**config.mk**
```make
export PLATFORM = sky130hd
export DESIGN_NAME = lsu_datamem
export DESIGN_NICKNAME = d
export VERILOG_FILES = /design/src/rtl/lsu_pkg.sv /design/src/rtl/lsu_sram.sv /design/src/rtl/lsu_datamem.sv
export SDC_FILE = /design/constraint.sdc
export NUM_CORES = 2
export LEC_CHECK = 0
export ABC_AREA = 0
export BUFFER_PORTS_ARGS = -buffer_cell sky130_fd_sc_hd__buf_2
export CAP_MARGIN = 30
export CORE_UTILIZATION = 40
export CTS_BUF_LIST = sky130_fd_sc_hd__clkbuf_8 sky130_fd_sc_hd__clkbuf_16
export DETAILED_ROUTE_END_ITERATION = 8
export SLEW_MARGIN = 40
export SYNTH_ARGS = -nofsm -noshare
export SYNTH_HDL_FRONTEND = slang
export SYNTH_SLANG_ARGS = --single-unit
export TNS_END_PERCENT = 1
```
**constraint.sdc**
```tcl
create_clock -name clk -period 9 [get_ports clk]
set_input_delay 2.7 -clock clk [delete_from_list [all_inputs] [get_ports clk]]
set_output_delay 2.7 -clock clk [all_outputs]
set_load 0.01 [all_outputs]
```
**src/rtl/lsu_pkg.sv**
```systemverilog
// Shared types and helpers for the load/store data memory: FSM states,
// RV32I load/store funct3 encodings, byte-enable, lane replication,
// load extension and access legality.
package lsu_pkg;

    typedef enum logic [1:0] {
        IDLE   = 2'd0,
        ACCESS = 2'd1,
        RESP   = 2'd2
    } state_t;

    // Loads and stores share funct3 codes, so each gets its own enum.
    typedef enum logic [2:0] {
        LB  = 3'b000,
        LH  = 3'b001,
        LW  = 3'b010,
        LBU = 3'b100,
        LHU = 3'b101
    } load_f3_t;

    typedef enum logic [2:0] {
        SB = 3'b000,
        SH = 3'b001,
        SW = 3'b010
    } store_f3_t;

    localparam logic [7:0] ERR_CNT_MAX = 8'hFF;

    // Byte enables for a legal store; callers gate illegal accesses.
    function automatic logic [3:0] store_be(input logic [2:0] f3, input logic [1:0] a);
        case (f3)
            SB:      store_be = 4'b0001 << a;
            SH:      store_be = 4'b0011 << a;
            SW:      store_be = 4'b1111;
            default: store_be = 4'b0000;
        endcase
    endfunction

    // Right-aligned store data replicated so every enabled lane sees it.
    function automatic logic [31:0] store_data(input logic [2:0] f3, input logic [31:0] w);
        case (f3)
            SB:      store_data = {4{w[7:0]}};
            SH:      store_data = {2{w[15:0]}};
            default: store_data = w;
        endcase
    endfunction

    // Lane select plus sign/zero extension of a loaded word.
    function automatic logic [31:0] load_extend(input logic [2:0] f3, input logic [1:0] a,
                                                input logic [31:0] word);
        logic [7:0]  b;
        logic [15:0] h;
        b = word[{a, 3'b000} +: 8];
        h = a[1] ? word[31:16] : word[15:0];
        case (f3)
            LB:      load_extend = {{24{b[7]}}, b};
            LBU:     load_extend = {24'h0, b};
            LH:      load_extend = {{16{h[15]}}, h};
            LHU:     load_extend = {16'h0, h};
            LW:      load_extend = word;
            default: load_extend = 32'h0;
        endcase
    endfunction

    // Misaligned access or unsupported funct3 for the given direction.
    function automatic logic access_err(input logic we, input logic [2:0] f3, input logic [1:0] a);
        access_err = 1'b1;
        if (we) begin
            case (f3)
                SB:      access_err = 1'b0;
                SH:      access_err = a[0];
                SW:      access_err = (a != 2'b00);
                default: access_err = 1'b1;
            endcase
        end else begin
            case (f3)
                LB, LBU: access_err = 1'b0;
                LH, LHU: access_err = a[0];
                LW:      access_err = (a != 2'b00);
                default: access_err = 1'b1;
            endcase
        end
    endfunction

endpackage

```
**src/rtl/lsu_sram.sv**
```systemverilog
// Word-addressed single-port RAM with per-byte write enable and a
// registered read port. Contents are never reset.
module lsu_sram #(
    parameter int IDX_W     = 7,
    parameter     INIT_FILE = ""
) (
    input  logic             clk,
    input  logic [IDX_W-1:0] addr,
    input  logic [3:0]       be,
    input  logic [31:0]      wdata,
    output logic [31:0]      rdata
);

    localparam int DEPTH = 2 ** IDX_W;

    logic [31:0] mem [DEPTH];

    // Byte-granular write and read-before-write registered read.
    always_ff @(posedge clk) begin
        for (int i = 0; i < 4; i++) begin
            if (be[i]) mem[addr][8*i +: 8] <= wdata[8*i +: 8];
        end
        rdata <= mem[addr];
    end

endmodule

```
**src/rtl/lsu_datamem.sv**
```systemverilog
// Load/store data memory: accepts one RV32I load/store at a time, runs a
// fixed IDLE -> ACCESS -> RESP sequence and holds the response until taken.
module lsu_datamem
    import lsu_pkg::*;
#(
    parameter int ADDR_W    = 9,
    parameter int DATA_W    = 32,
    parameter     INIT_FILE = ""
) (
    input  logic              clk,
    input  logic              rst_n,
    input  logic              req_valid,
    output logic              req_ready,
    input  logic              req_we,
    input  logic [2:0]        req_funct3,
    input  logic [ADDR_W-1:0] req_addr,
    input  logic [DATA_W-1:0] req_wdata,
    output logic              rsp_valid,
    input  logic              rsp_ready,
    output logic [DATA_W-1:0] rsp_rdata,
    output logic              rsp_err,
    output logic [7:0]        err_cnt
);

    state_t            state, state_nx;
    logic              accept;
    logic [ADDR_W-1:0] addr_q;
    logic              we_q;
    logic [2:0]        f3_q;
    logic [31:0]       wdata_q;
    logic              err_q;
    logic [3:0]        ram_be;
    logic [31:0]       ram_rdata;

    assign accept = req_valid && req_ready;

    // State register; reset discards any in-flight request or response.
    always_ff @(posedge clk or negedge rst_n) begin
        if (!rst_n) state <= IDLE;
        else        state <= state_nx;
    end

    // Next state and handshake; RESP waits one fill cycle for rsp_valid.
    always_comb begin
        state_nx  = state;
        req_ready = 1'b0;
        case (state)
            IDLE: begin
                req_ready = 1'b1;
                if (req_valid) state_nx = ACCESS;
            end
            ACCESS:  state_nx = RESP;
            RESP:    if (rsp_valid && rsp_ready) state_nx = IDLE;
            default: state_nx = IDLE;
        endcase
    end

    // Capture request fields and legality on acceptance (data path, no reset).
    always_ff @(posedge clk) begin
        if (accept) begin
            addr_q  <= req_addr;
            we_q    <= req_we;
            f3_q    <= req_funct3;
            wdata_q <= req_wdata;
            err_q   <= access_err(req_we, req_funct3, req_addr[1:0]);
        end
    end

    // Writes only happen on the ACCESS edge, so a reset before it aborts them.
    assign ram_be = (state == ACCESS && we_q && !err_q) ? store_be(f3_q, addr_q[1:0]) : 4'b0000;

    lsu_sram #(
        .IDX_W     (ADDR_W - 2),
        .INIT_FILE (INIT_FILE)
    ) u_sram (
        .clk   (clk),
        .addr  (addr_q[ADDR_W-1:2]),
        .be    (ram_be),
        .wdata (store_data(f3_q, wdata_q)),
        .rdata (ram_rdata)
    );

    // Response registers: filled once in RESP, held until the handshake.
    always_ff @(posedge clk or negedge rst_n) begin
        if (!rst_n) begin
            rsp_valid <= 1'b0;
            rsp_rdata <= '0;
            rsp_err   <= 1'b0;
        end else if (state == RESP && !rsp_valid) begin
            rsp_valid <= 1'b1;
            rsp_err   <= err_q;
            rsp_rdata <= (we_q || err_q) ? 32'h0 : load_extend(f3_q, addr_q[1:0], ram_rdata);
        end else if (rsp_valid && rsp_ready) begin
            rsp_valid <= 1'b0;
            rsp_rdata <= '0;
            rsp_err   <= 1'b0;
        end
    end

    // Saturating count of requests rejected at acceptance.
    always_ff @(posedge clk or negedge rst_n) begin
        if (!rst_n)                                          err_cnt <= 8'h0;
        else if (accept && access_err(req_we, req_funct3, req_addr[1:0]) &&
                 err_cnt != ERR_CNT_MAX)                     err_cnt <= err_cnt + 8'h1;
    end

endmodule

```
==> impl_metrics.ini <==
[layout]
utilization = 0.458
syn_to_final_growth_pct = 13.7
nets = 7192
drive_gt1_frac = 0.358

[routing]
met2WireLength_um = 206000
first_pass_iters = 9
post-route-drc-count = 0
wl_um = 439000
wl_met3_um = 43900
drt-initial-drc-count = 10400
top_layer = met5
routedWlPerCell_um = 34.0
avgViaCountPerCell = 5.85
drt-met1-wl_um = 173000
vias = 75400
ant_nets = 0

[global_route]
grt_max_degree = 116
overflow = 0
grt_pass1_wl_um = 610000
grt_pass1_vias = 75600
antenna_found_initial = 19
grt_usage = 0.213

[sta]
fmax_ghz = 0.212
maxSlewHeadroom = 0.342
tightest_slew_ns = 0.985
layout_setup_ws_ns = 4.29
finalHoldViolations = 0
finClkSkew_ns = 0.0627
fin_crit_ns = 4.71
finalSetupViolCount = 0
maxSlewViolCount = 0
finalCritPeriodShare = 0.523
grt_setup_unrepaired = no
tns_ns = 0

[power]
power.switching_mw = 12.0
clockPowerShare = 0.364
power.density_nw_per_um2 = 254
ir_worst_vdd_mv = 0.175
pwr-share-comb = 0.140
p_total_mw = 47.0
switching_share = 0.256
p_leak_nw = 55.9
power.internal_mw = 34.9
p_seq_frac = 0.495

[die]
initial_core_util = 0.402
coreArea_um2 = 403000
dieArea_um2 = 408000
die_h_um = 639
io_pins = 92
dieWidth_um = 639
row_count = 233

[critical_path]
worstPathRequired_ns = 9.83
worstSetupEndpointType = flip-flop
worstSetupPathType = reg2reg
reg2reg_setup_slack_ns = 4.29
cp.arrival_ns = 5.54
worst-path-max-fanout = 58
start_kind = flip-flop

[synthesis]
synth_area_um2 = 162000
synth_ff_type = edfxtp_1
netlist_instances = 6880
ys_seq_area_frac = 0.777
yosysTopAreaCellShare = 0.766
yosysWarnings = 0
postSynthNetCount = 6930
synth_area_leaders = edfxtp_1, mux4_2, nor2_1, dfrtp_1, clkbuf_1
synth_top_cell_by_area = edfxtp_1
synth-edff-count = 4142
async_reset_ff_frac = 0.0104
ys_ff_latch = 4218
syn_area_per_cell_um2 = 23.6
synth_cell_types = 38

[clocking]
cts_root_buf = clkbuf_16
post_cts_resized = 0
cts_tree = done
clk_pin_slew_ns = 0.06
cts_inserted_buffers = 416
hold_buffers = 0
worstSkewPairLatency_ns = 0.98
cts_max_level = 5
clockBufferDepth = 4
cts.sinks = 4218
cts_setup_buffers = 0

[placed_design]
dpl.hpwl_um = 283000
pre_cts_slack_ns = 4.24
numPortBuffers = 91
gp_congestion = 0.859

[min_path]
min_path_type = reg2reg

[run]
max_cap_viol_count = 0

[status]
status = finished, final reports clean
-- power groups by stage --
stage	sequential [mW]	clock [mW]	combinational (mW)
5_1_grt	23.2	18.0	6.89
3_5_place_dp	23.7	0	6.58
3_3_place_gp	23.7	0	6.37
2_1_floorplan	23.5	0	3.79
6_report	23.3	17.1	6.58
4_1_cts	23.3	17.3	6.59
-- Yosys cell counts (all sizes together), types with 2 or more instances --
library cell  number
o21ai             37
dfxtp             32
nand2            166
nor2             544
xnor2              7
nand3              2
nand4              5
buf              131
nor3b              5
dfrtp             44
or2                2
and2               6
clkbuf           266
edfxtp          4142
a222oi             8
and3               3
a21o               3
mux2              58
nor2b              3
a21oi             11
inv                2
mux2i              8
nand2b             9
a22oi             16
and3b              2
a221oi             9
mux4            1345
nor3               7
-- placed cells by master, fill, tap and decap left out, types with 4 or more instances in the layout --
| cell | count |
|---|---|
| mux2i_1 | 8 |
| mux4_2 | 1345 |
| inv_16 | 5 |
| dfxtp_1 | 26 |
| and2_1 | 5 |
| o21ai_4 | 4 |
| nand2_2 | 38 |
| nor2_2 | 373 |
| a222oi_1 | 8 |
| a22oi_1 | 16 |
| a221oi_1 | 8 |
| dfxtp_2 | 6 |
| clkinv_2 | 64 |
| dfrtp_1 | 44 |
| nor2_4 | 5 |
| inv_6 | 10 |
| o21ai_0 | 32 |
| buf_4 | 74 |
| clkbuf_8 | 29 |
| nand2b_1 | 9 |
| nand2_1 | 128 |
| buf_2 | 91 |
| edfxtp_1 | 4142 |
| a21oi_4 | 9 |
| xnor2_1 | 7 |
| nor3_2 | 4 |
| buf_12 | 21 |
| clkinv_4 | 4 |
| nand4_1 | 5 |
| buf_16 | 17 |
| clkinvlp_4 | 22 |
| mux2_4 | 13 |
| inv_1 | 87 |
| clkinv_1 | 83 |
| mux2_2 | 42 |
| buf_6 | 27 |
| bufinv_16 | 34 |
| clkbuf_16 | 424 |
| diode_2 | 18 |
| nor2_1 | 166 |
-- logic make-up after synthesis --
group	Yosys count	synth area share
AO/OA/AOI/OAI	86	0.00344
XOR/XNOR	7	0.000378
adder cells (fa/ha/maj)	1	0.0000770
buffers and inverters	399	0.00997
flip-flops	4218	0.777
multiplexers	1411	0.191
AND/OR/NAND/NOR	758	0.0183
-- worst paths after layout --
path / startpoint / end / cells after the start
worst max register to register: addr_q[2]$_DFFE_PP_ / u_sram.rdata[28]$_DFF_P_ / 7
worst max-delay path: addr_q[2]$_DFFE_PP_ / u_sram.rdata[28]$_DFF_P_ / 7
worst min-delay path: rsp_rdata[4]$_DFFE_PN0P_ / rsp_rdata[4]$_DFFE_PN0P_ / 2
min in group asynchronous: rst_n / err_cnt[4]$_DFFE_PN0P_ / 2
max in group asynchronous: rst_n / rsp_rdata[11]$_DFFE_PN0P_ / 2
worst min register to register: rsp_rdata[4]$_DFFE_PN0P_ / rsp_rdata[4]$_DFFE_PN0P_ / 2
-- metrics by stage --
step	instance area, um2	cells	hold slack, ns
4_1_cts	184000	12900	0.489
3_3_place_gp	169000	12100	0.470
2_1_floorplan	162000	6880	0.478
6_report	185000	12900	0.488
3_5_place_dp	171000	12100	0.473
5_1_grt	185000	12900	0.521
-- sequential cells by signal, indices dropped and copies added (netlist names), 2 cells and up --
| name | flops |
|---|---|
| u_sram.mem | 4096 |
| rsp_rdata | 32 |
| u_sram.rdata | 32 |
| wdata_q | 32 |
| addr_q | 9 |
| err_cnt | 8 |
| f3_q | 3 |
| state | 2 |
-- routing by layer --
layer / GRT usage / vias up
met5: 0 / -
met4: 0.0713 / 14
met2: 0.331 / 3603
met1: 0.294 / 41400
li1: - / 29800
met3: 0.0543 / 641
-- worst max-delay path, stage by stage (launching register included) --
cell      delay (ns)
edfxtp_1        0.85
buf_12          0.38
buf_16          0.41
buf_4           0.69
mux4_2          0.65
mux4_2          0.53
mux4_2          0.60
mux2_2          0.32
-- area by class of cell --
| type | count | area (um2) |
|---|---|---|
| diodes | 18 | 45.0 |
| clock buffers | 445 | 10900 |
| clock inverters | 313 | 2480 |
| fillers | 33000 | 219000 |
| inverters | 2 | 7.51 |
| multi-input cells | 2263 | 36000 |
| flip-flops and latches | 4218 | 126000 |
| well taps | 5405 | 6760 |
| repair buffers | 241 | 2360 |
(Power assumes the default switching activity.)
